$ cat src/rtl/systolic_skew_feeder.sv
// Skewed left-edge feeder for the NxN systolic array: buffer, stream, drain.
// Optional ping-pong buffering is enabled by defining SKEW_DBUF_EN.
module systolic_skew_feeder #(
  parameter int N      = 3,
  parameter int DWIDTH = 8
) (
  input  logic                  clk,
  input  logic                  rst,
  input  logic                  in_valid,
  output logic                  in_ready,
  input  logic [N*DWIDTH-1:0]   in_data,
  input  logic                  hold,
  output logic [N*DWIDTH-1:0]   out_data,
  output logic                  en_o,
  output logic                  busy,
  output logic                  done
);

  typedef enum logic [1:0] {
    LOAD,
    STREAM,
    DRAIN
  } state_t;

  localparam int IW = (N > 1) ? $clog2(N) : 1;
  localparam int CW = $clog2(2 * N);
  localparam logic [CW-1:0] LAST_B = CW'(2 * N - 2);
  localparam logic [IW-1:0] LAST_L = IW'(N - 1);

`ifdef SKEW_DBUF_EN
  localparam int NB = 2;
`else
  localparam int NB = 1;
`endif

  state_t            state;
  logic [IW-1:0]     ld_cnt;
  logic [IW-1:0]     dcnt;
  logic [CW-1:0]     beat;
  logic              rd_sel;
  logic              wr_sel;
  logic              acc;
  logic              last_ld;
  logic [N*DWIDTH-1:0] mem [NB][N];

`ifdef SKEW_DBUF_EN
  logic              sh_full;
  assign in_ready = (state == LOAD) | ~sh_full;
  assign wr_sel   = (state == LOAD) ? rd_sel : ~rd_sel;
`else
  assign rd_sel   = 1'b0;
  assign in_ready = (state == LOAD);
  assign wr_sel   = rd_sel;
`endif

  assign acc     = in_valid & in_ready;
  assign last_ld = (ld_cnt == LAST_L);

  // Lane i shows vector (b-i), zero outside the matrix diagonal band.
  function automatic logic [N*DWIDTH-1:0] skew(
    input logic          s,
    input logic [CW-1:0] b
  );
    logic [N*DWIDTH-1:0] r;
    logic [N*DWIDTH-1:0] row;
    int d;
    r = '0;
    for (int i = 0; i < N; i++) begin
      d = int'(b) - i;
      if (d >= 0 && d < N) begin
        row = mem[s][IW'(d)];
        r[i*DWIDTH +: DWIDTH] = row[i*DWIDTH +: DWIDTH];
      end
    end
    return r;
  endfunction

  always_ff @(posedge clk) begin
    if (acc) mem[wr_sel][ld_cnt] <= in_data;
  end

  always_ff @(posedge clk or negedge rst) begin
    if (!rst) begin
      state    <= LOAD;
      ld_cnt   <= '0;
      beat     <= '0;
      dcnt     <= '0;
      out_data <= '0;
      en_o     <= 1'b0;
      busy     <= 1'b0;
      done     <= 1'b0;
`ifdef SKEW_DBUF_EN
      rd_sel   <= 1'b0;
      sh_full  <= 1'b0;
`endif
    end else begin
      done <= 1'b0;
      if (acc) ld_cnt <= last_ld ? '0 : ld_cnt + 1'b1;
`ifdef SKEW_DBUF_EN
      if (acc && last_ld && state != LOAD) sh_full <= 1'b1;
`endif
      unique case (state)
        LOAD: begin
          en_o <= 1'b0;
          if (acc && last_ld) begin
            state    <= STREAM;
            beat     <= '0;
            out_data <= skew(rd_sel, '0);
            en_o     <= 1'b1;
            busy     <= 1'b1;
          end
        end
        STREAM: begin
          if (hold) begin
            en_o <= 1'b0;
          end else begin
            en_o <= 1'b1;
            if (beat == LAST_B) begin
              state    <= DRAIN;
              dcnt     <= '0;
              out_data <= '0;
            end else begin
              beat     <= beat + 1'b1;
              out_data <= skew(rd_sel, beat + 1'b1);
            end
          end
        end
        DRAIN: begin
          if (hold) begin
            en_o <= 1'b0;
          end else if (dcnt == LAST_L) begin
            done <= 1'b1;
`ifdef SKEW_DBUF_EN
            rd_sel <= ~rd_sel;
            if (sh_full || (acc && last_ld)) begin
              // Shadow already full: restart straight away, no bubble.
              sh_full  <= 1'b0;
              state    <= STREAM;
              beat     <= '0;
              out_data <= skew(~rd_sel, '0);
              en_o     <= 1'b1;
            end else begin
              state <= LOAD;
              en_o  <= 1'b0;
              busy  <= 1'b0;
            end
`else
            state <= LOAD;
            en_o  <= 1'b0;
            busy  <= 1'b0;
`endif
          end else begin
            dcnt <= dcnt + 1'b1;
            en_o <= 1'b1;
          end
        end
        default: state <= LOAD;
      endcase
    end
  end

endmodule

$ cat config.mk
export PLATFORM = sky130hd
export DESIGN_NAME = systolic_skew_feeder
export DESIGN_NICKNAME = d
export VERILOG_FILES = /design/src/rtl/systolic_skew_feeder.sv
export SDC_FILE = /design/constraint.sdc
export NUM_CORES = 1
export LEC_CHECK = 0
export CAP_MARGIN = 20
export CORE_ASPECT_RATIO = 1.5
export CORE_MARGIN = 2
export CORE_UTILIZATION = 55
export CTS_BUF_LIST = sky130_fd_sc_hd__clkbuf_4
export DETAILED_ROUTE_END_ITERATION = 8
export PLACE_DENSITY_LB_ADDON = 0.2
export SYNTH_ARGS = -nofsm -noshare
export SYNTH_HDL_FRONTEND = slang
export SYNTH_SLANG_ARGS = --single-unit
$ cat constraint.sdc
create_clock -name clk -period 5.4 [get_ports clk]
set_input_delay 1.08 -clock clk [delete_from_list [all_inputs] [get_ports clk]]
set_output_delay 1.08 -clock clk [all_outputs]
set_load 0.02 [all_outputs]
==> run_results.csv, run 1 <==
group,metric,value,unit
run_status,status,"finished clean",
die,start_util,56.17,%
synth,synthTopCellsByArea,"edfxtp_1 (49%), dfrtp_1 (20%), mux2i_1 (5.6%)",
clocking,cts_tree,"built",
synth,avgSynthCellArea,14.52,um^2
critical_path,r2r_start,"beat[0]",
die,dieArea,8826,um^2
place,placed_cell_area,5092,um^2
timing,max_freq,292.3,MHz
critical_path,worst-r2r-setup-slack,1980,ps
global_route,grt_pass1_wl,13020,um
power,power,0.002591,W
timing,relSlewSlack,45.22,%
finish,fillers,606,
worst_hold_path,min_to,"out_data[8]",
critical_path,crit_slowest_cell,"ha_1",
finish,mostFrequentLayoutCell,"edfxtp_1",
global_route,grtUsageTotal,19.58,%
critical_path,cpMostUsedCell,"ha_1",
synth,synthFlopType,"edfxtp_1",
critical_path,crit_fanout,21,
timing,worstMarginPinSlew,821.7,ps
worst_hold_path,hold-path-cell-count,2,
power,leakage,1.917,nW
die,design.core.area,7908,um^2
synth,ys_seq_elements,108,
synth,synth_top_area_cell,"edfxtp_1",
global_route,grt_pass1_vias,2539,
critical_path,cp_slowest_stage_delay,920,ps
synth,synth_cell_types,44,
place,port_buffers,55,
timing,setup_viol,0,
power,p_per_area,491.0,nW/um^2
synth,synth_edf_count,72,
worst_hold_path,hp-class,"flip-flop to flip-flop",
routing,dr_total_vias,2643,
place,place.gp.congestion,0.8018,
critical_path,worstSetupPathType,"flip-flop to flip-flop",
routing,viasPerCell,5.564,
critical_path,reg2reg_to,"out_data[16]",
synth,yosys_warnings,0,
finish,syn2layout_area_growth,18.82,%
finish,drive_gt1_share,8.649,%
flow_run,cap_violations,0,
die,num_io_pins,56,
clocking,post_cts_buffers,0,
die,die_h,114.1,um
timing,slew_viol_final,0,
clocking,postCtsHoldBufs,0,
clocking,cts-htree-levels,3,
power,peakVddDrop,412.9,uV
timing,rsz0062_at_grt,"false",
clocking,cts_buffer_depth,2,
clocking,clock_latency,440,ps
global_route,overflow,0,
clocking,post_cts_resized,0,
finish,diodes,0,
worst_hold_path,min_from,"out_data[8]",
synth,syn-num-nets,345,
synth,synthArstFlopShare,33.33,%
die,die_w,77.38,um
critical_path,cp_top_family,"adder cells",
clocking,cts.sinks,108,
global_route,antenna_found_initial,0,
critical_path,end_kind,"flip-flop",
routing,final_antenna_net_count,0,
critical_path,crit_buf_inv,2,
global_route,grt_start_max_net_pins,37,
timing,finClkSkew,18.31,ps
timing,hold_viol,0,
critical_path,path_cells,"inv_1 > ha_1 > inv_2 > ha_1 > and4b_1 > o211ai_1 > nor2_2 > a22o_1",
routing,routed_wl,8100,um
critical_path,start_kind,"flip-flop",
synth,synthCells,306,
finish,final_cell_mix,"edfxtp_1 (72), clkdlybuf4s50_1 (54), dfrtp_1 (36)",
critical_path,reg2reg_depth,8,
clocking,cts-buffers-inserted,9,
timing,finalCritPeriodShare,63.36,%
synth,yosysTopAreaCellShare,48.68,%
timing,fin_crit,3422,ps
routing,drc,0,
critical_path,worstPathRequired,5740,ps
routing,firstDrtPassIters,4,
synth,ys_seq_area_share,68.96,%
routing,routedWlPerCell,17.05,um
synth,synth_area,4442,um^2
die,fp-row-count,40,
critical_path,critPathArrivalTime,3760,ps
finish,final_area,5278,um^2
clocking,root_buffer,"clkbuf_4",
timing,final.setup.tns,0,ps
clocking,clk_pin_slew,150,ps
place,place_ws,2027,ps
place,dpl.hpwl,5143,um
finish,fin_nets,404,
routing,drtIter0Drc,206,
timing,final.setup.worst_slack,1978,ps
-- logic make-up after synthesis --
kind of cell	synth area share, %
DFF	68.96
AOI/OAI and AO/OA	12.42
and+or+nand+nor	6.676
muxes	6.141
buffers and inverters	2.507
adders and majority gates	3.099
xor gates and xnor gates	0.1972
-- through the flow --
| step | std cells | hold WS [ps] | util, % |
|---|---|---|---|
| 2_1_floorplan | 306 | 468.4 | - |
| 3_3_place_gp | 458 | 474.7 | 64.40 |
| 3_5_place_dp | 458 | 475.4 | 64.40 |
| 4_1_cts | 474 | 508.0 | 66.39 |
| 5_1_grt | 475 | 523.8 | 66.74 |
| 6_report | 475 | 503.0 | 66.74 |
-- worst register-to-register path, stage by stage, from the launching register on --
cell and delay, ps:
dfrtp_1 730, inv_1 480, ha_1 920, inv_2 110, ha_1 260, and4b_1 200
o211ai_1 260, nor2_2 130, a22o_1 230
-- where the power goes --
| group | total (W) | switching (W) | leakage, nW | internal [W] |
|---|---|---|---|---|
| Clock | 0.000438 | 0.000251 | 0.0837 | 0.000187 |
| Sequential | 0.00116 | 0.0000856 | 1.13 | 0.00107 |
| Combinational | 0.000995 | 0.000599 | 0.704 | 0.000396 |
-- state kept, by name, summed over array words and instances, names as in the netlist --
| name | flops |
|---|---|
| done | 1 |
| busy | 1 |
| out_data | 24 |
| ld_cnt | 2 |
| dcnt | 2 |
| en_o | 1 |
| mem | 72 |
| beat | 3 |
| state | 2 |
-- synth_stat cells, types with 2 or more instances --
library cell / instances
a211o_1: 2
a211oi_1: 3
a21o_1: 2
a21oi_1: 12
a221oi_1: 6
a221oi_2: 3
a22o_1: 7
and2_1: 2
buf_2: 5
buf_4: 3
clkbuf_1: 4
dfrtp_1: 36
edfxtp_1: 72
ha_1: 11
inv_1: 8
inv_2: 2
mux2i_1: 25
nand2_1: 16
nand4_1: 2
nor2_1: 34
nor2b_1: 2
o211ai_1: 2
o21a_1: 2
o21ai_0: 3
o2bb2ai_1: 14
o311ai_1: 2
o31ai_1: 9
-- layout make-up --
type / count / area, um^2 / area share, %
clock buffers: 9 / 67.56 / 1.280
clock inverters: 7 / 90.09 / 1.707
inverters: 10 / 37.54 / 0.7112
multi-input cells: 175 / 1277 / 24.21
flip-flops and latches: 108 / 3063 / 58.04
well taps: 105 / 131.4 / 2.489
repair buffers: 61 / 610.6 / 11.57
-- layer usage --
| metal | part of all wire [%] | vias to the layer above | GRT usage, % | routed length [um] |
|---|---|---|---|---|
| li1 | - | 1282 | - | - |
| met3 | 4.0 | 4 | 5.205 | 328 |
| met2 | 54 | 51 | 34.72 | 4404 |
| met4 | 0.84 | 0 | 6.071 | 68 |
| met5 | 0 | - | 0 | 0 |
| met1 | 41 | 1306 | 23.31 | 3297 |
-- worst max path at each step --
stage	from	to	slack, ps	cells after the start
2_1_floorplan	in_valid	mem[0][24]	1870	2
3_3_place_gp	beat[0]	out_data[16]	2110	8
3_5_place_dp	beat[0]	out_data[16]	2030	8
4_1_cts	beat[0]	out_data[16]	1970	8
5_1_grt	beat[0]	out_data[16]	1730	8
6_report	beat[0]	out_data[16]	1980	8
Power figures use the tool's default switching activity.
==> inputs of run 2 (changes only) <==
clock period = 3.15 ns   (was 5.4 ns; I/O delays follow)
==> run 2 against run 1 <==
Clock-buffer cell count grew 3. Sequential cell count is the same. Sequential power is 71% higher. Largest cell class unchanged.
==> run_results.csv, run 2 (same netlist as run 1, synthesis figures left out) <==
group,metric,value,unit
clocking,post_cts_resized,0,
finish,drive_gt1_share,9.600,%
power,peakVddDrop,505.6,uV
critical_path,worst-r2r-setup-slack,640,ps
routing,routed_wl,8286,um
timing,slew_viol_final,0,
clocking,postCtsHoldBufs,0,
finish,fin_nets,409,
routing,viasPerCell,5.608,
critical_path,end_kind,"primary output",
critical_path,critPathArrivalTime,1970,ps
timing,finClkSkew,26.74,ps
critical_path,crit_slowest_cell,"clkdlybuf4s50_1",
finish,mostFrequentLayoutCell,"edfxtp_1",
timing,final.setup.tns,0,ps
run_status,status,"finished clean",
routing,drtIter0Drc,160,
clocking,cts.sinks,108,
critical_path,cp_slowest_stage_delay,670,ps
routing,firstDrtPassIters,4,
clocking,post_cts_buffers,0,
timing,hold_viol,0,
routing,dr_total_vias,2692,
die,design.core.area,7908,um^2
timing,finalCritPeriodShare,82.61,%
place,place.gp.congestion,0.7592,
routing,drc,0,
die,start_util,56.17,%
clocking,clk_pin_slew,160,ps
timing,fin_crit,2602,ps
flow_run,cap_violations,0,
clocking,cts-buffers-inserted,9,
finish,top_register,"mem",
finish,diodes,0,
routing,routedWlPerCell,17.26,um
global_route,overflow,0,
timing,worstMarginPinSlew,862.7,ps
finish,reg.largest.list,"mem (72), out_data (24), beat (3)",
critical_path,reg2reg_depth,7,
global_route,grt_pass1_wl,13480,um
routing,final_antenna_net_count,0,
timing,relSlewSlack,42.49,%
die,die_h,114.1,um
critical_path,start_kind,"flip-flop",
die,die_w,77.38,um
place,port_buffers,55,
critical_path,startpoint,"state[1]",
critical_path,path_cells,"inv_1 > ha_1 > clkdlybuf4s50_1",
worst_hold_path,hp-class,"primary input to async pin",
critical_path,crit_buf_inv,2,
finish,syn2layout_area_growth,18.37,%
critical_path,worstPathRequired,2520,ps
finish,final_cell_mix,"edfxtp_1 (72), clkdlybuf4s50_1 (54), dfrtp_1 (36)",
finish,largest_reg_flops,72,
critical_path,crit_fanout,8,
global_route,grt_pass1_vias,2784,
critical_path,cp_top_family,"buffers and inverters",
clocking,root_buffer,"clkbuf_4",
critical_path,reg2reg_to,"out_data[11]",
critical_path,worstSetupPathType,"flip-flop to primary output",
power,p_per_area,823.8,nW/um^2
timing,max_freq,384.3,MHz
die,dieArea,8826,um^2
global_route,antenna_found_initial,0,
timing,rsz0062_at_grt,"false",
clocking,cts_tree,"built",
power,leakage,1.921,nW
clocking,cts_buffer_depth,2,
timing,setup_viol,0,
critical_path,worstSetupPathDepth,3,
power,power,0.004331,W
global_route,grtUsageTotal,20.21,%
global_route,grt_start_max_net_pins,37,
clocking,clock_latency,460,ps
critical_path,r2r_start,"state[1]",
die,fp-row-count,40,
die,num_io_pins,56,
place,dpl.hpwl,5585,um
clocking,cts-htree-levels,3,
[run 2: cell count changes in the layout (fill, tap and decap cells not counted)]
cell,previous run,this run
buf_16,1,0
buf_4,5,11
bufinv_16,2,0
clkbuf_4,9,12
clkinv_1,1,2
clkinvlp_4,1,0
inv_6,1,0
nor3_2,1,0
nor3_4,0,1
nor3b_2,1,0
nor3b_4,0,1
[run 2: routing by layer]
| layer | global-route usage, % | up-vias | share of wire, % |
|---|---|---|---|
| met2 | 36.58 | 53 | 55 |
| met4 | 9.881 | 0 | 2.2 |
| met3 | 3.312 | 15 | 2.8 |
| met5 | 0 | - | 0 |
| li1 | - | 1284 | - |
| met1 | 23.14 | 1340 | 40 |
[run 2: area by class of cell]
class                      count  area (um^2)
tap                          105        131.4
sequential                   108         3063
timing repair buffer          66        628.1
clock inverter                 4        17.52
fill                         657         2650
inverter                      10        37.54
clock buffer                  12        90.09
multi-input combinational    175         1290
[run 2: worst register-to-register path, cell delays in order, from the launching register on]
cell and delay, ps:
dfrtp_1 430, inv_1 100, ha_1 520, and2_1 230
a211o_1 640, buf_4 330, nand2_1 80, o31ai_1 70
[run 2: worst max path at each step]
stage | endpoint | slack (ps)
after floorplan | mem[0][24] | 640
after global placement | out_data[15] | 610
after CTS | in_ready | 520
after detailed placement | out_data[11] | 540
final | in_ready | 550
after global routing | in_ready | 440
[run 2: metrics by stage]
step                hold slack [ps]  instance area [um^2]  util [%]  instances  setup slack (ps)
floorplan                     334.4                  4452         -        306             637.7
global route                  306.3                  5258     66.49        480             436.8
CTS                           255.9                  5258     66.49        480             516.3
finish                        261.9                  5258     66.49        480             547.8
detailed placement            483.9                  5150     65.13        464             542.5
global placement              475.7                  5150     65.13        464             612.4
[run 2: power by group]
part / internal [W] / switching (W)
Combinational: 0.000703 / 0.00106
Sequential: 0.00184 / 0.000143
Clock: 0.000183 / 0.000409
Total: 0.00272 / 0.00161
==> inputs of run 3 (changes only) <==
CORE_UTILIZATION = 52   (was 55)
clock period = 2.17 ns   (was 3.15 ns; I/O delays follow)
==> run 3 against run 2 <==
Critical path type unchanged. Combinational power up 55%. Largest power group unchanged. Clock-buffer cell count down 2. Clock power up 89%. Via count down 0.89%.
==> run_results.csv, run 3 (same netlist as run 1, synthesis figures left out) <==
group,metric,value,unit
run_status,status,"finished clean",
routing,drtIter0Drc,198,
power,p_per_area,1242,nW/um^2
finish,drive_gt1_share,12.34,%
die,fp-row-count,41,
timing,setup_viol,0,
routing,drc,0,
timing,relSlewSlack,42.10,%
die,design.core.area,8362,um^2
finish,top_register,"mem",
critical_path,crit_fanout,8,
global_route,overflow,0,
timing,finClkSkew,12.08,ps
finish,post-route-util,64.67,%
clocking,clk_pin_slew,160,ps
place,place_ws,36.05,ps
place,dpl.hpwl,5420,um
clocking,cts-htree-levels,3,
clocking,cts-buffers-inserted,9,
place,place.gp.congestion,0.8239,
routing,final_antenna_net_count,0,
finish,largest_reg_flops,72,
clocking,clock_latency,470,ps
clocking,cts_buffer_depth,2,
finish,fin_nets,415,
global_route,grt_pass1_wl,12930,um
place,placed_cell_area,5230,um^2
die,die_w,79.46,um
worst_hold_path,hp-class,"primary input to async pin",
power,peakVddDrop,635.2,uV
routing,firstDrtPassIters,4,
routing,viasPerCell,5.467,
finish,diodes,0,
critical_path,worstSetupPathType,"flip-flop to primary output",
clocking,postCtsHoldBufs,0,
timing,finalCritPeriodShare,95.24,%
routing,routedWlPerCell,17.08,um
die,num_io_pins,56,
timing,slew_viol_final,0,
die,start_util,53.12,%
global_route,grt_start_max_net_pins,37,
timing,hold_viol,0,
die,die_h,117.2,um
die,dieArea,9312,um^2
power,leakage,1.975,nW
global_route,grtUsageTotal,19.15,%
routing,routed_wl,8337,um
finish,mostFrequentLayoutCell,"edfxtp_1",
finish,syn2layout_area_growth,21.75,%
timing,worstMarginPinSlew,868.5,ps
finish,fillers,649,
global_route,grt_pass1_vias,2597,
global_route,antenna_found_initial,0,
timing,max_freq,483.8,MHz
routing,dr_total_vias,2668,
clocking,cts_tree,"built",
clocking,root_buffer,"clkbuf_4",
place,port_buffers,55,
finish,final_cell_mix,"edfxtp_1 (72), clkdlybuf4s50_1 (53), dfrtp_1 (35)",
timing,fin_crit,2067,ps
critical_path,critPathArrivalTime,1630,ps
place,dpl.cell_count,471,
clocking,cts.sinks,108,
finish,final_cells,488,
critical_path,worstPathRequired,1740,ps
finish,reg.largest.list,"mem (72), out_data (24), beat (3)",
flow_run,cap_violations,0,
critical_path,end_kind,"primary output",
critical_path,start_kind,"flip-flop",
finish,final_area,5408,um^2
timing,final.setup.worst_slack,103.2,ps
==> run 3: per-stage QoR <==
stage | hold WS [ps] | TNS (ps) | total power, W
after floorplan | 138.4 | 0 | 0.004704
after global placement | 467.8 | 0 | 0.005602
after detailed placement | 477.1 | 0 | 0.005668
after CTS | 73.77 | 0 | 0.006758
after global routing | 112.1 | -7.739 | 0.007112
final | 60.51 | 0 | 0.006718
==> run 3: repair_timing <==
item	CTS	global route
resized for setup	1	3
setup buffers	0	1
pin swaps	0	1
endpoints found under the setup margin	1	9
==> run 3: power by group <==
group	leakage (nW)	internal [W]	switching, W
Sequential	1.13	0.00267	0.000194
Clock	0.0859	0.000483	0.000639
Combinational	0.762	0.00114	0.00159
==> run 3: final timing paths <==
| path | start | end | slack, ps | cells past startpoint |
|---|---|---|---|---|
| max in group asynchronous | rst | beat[0] | 1510 | 1 |
| min in group clk | out_data[10] | out_data[10] | 510 | 2 |
| worst min-delay path | rst | out_data[22] | 60 | 1 |
| worst max register to register | beat[1] | out_data[16] | 110 | 8 |
| worst max-delay path | state[1] | in_ready | 100 | 3 |
| worst min register to register | out_data[10] | out_data[10] | 510 | 2 |
==> run 3: critical path: stages (launching register included) <==
cell and delay (ps):
dfrtp_1 430, inv_1 110, ha_2 270, dlygate4sd2_1 360
==> run 3: final cells by class <==
class / count / area (um^2) / share of cell area (%)
Timing Repair Buffer: 72 / 696.9 / 12.89
Tap cell: 107 / 133.9 / 2.476
Multi-Input combinational cell: 175 / 1313 / 24.27
Sequential cell: 108 / 3064 / 56.66
Clock buffer: 10 / 75.07 / 1.388
Clock inverter: 6 / 87.58 / 1.620
Inverter: 10 / 37.54 / 0.6941
==> run 3: metal layers <==
metal,track usage (%),up-vias,part of all wire [%]
met5,0,-,0
met3,2.991,10,3.6
met1,21.82,1293,39
met4,11.03,0,2.1
li1,-,1303,-
met2,34.01,62,55
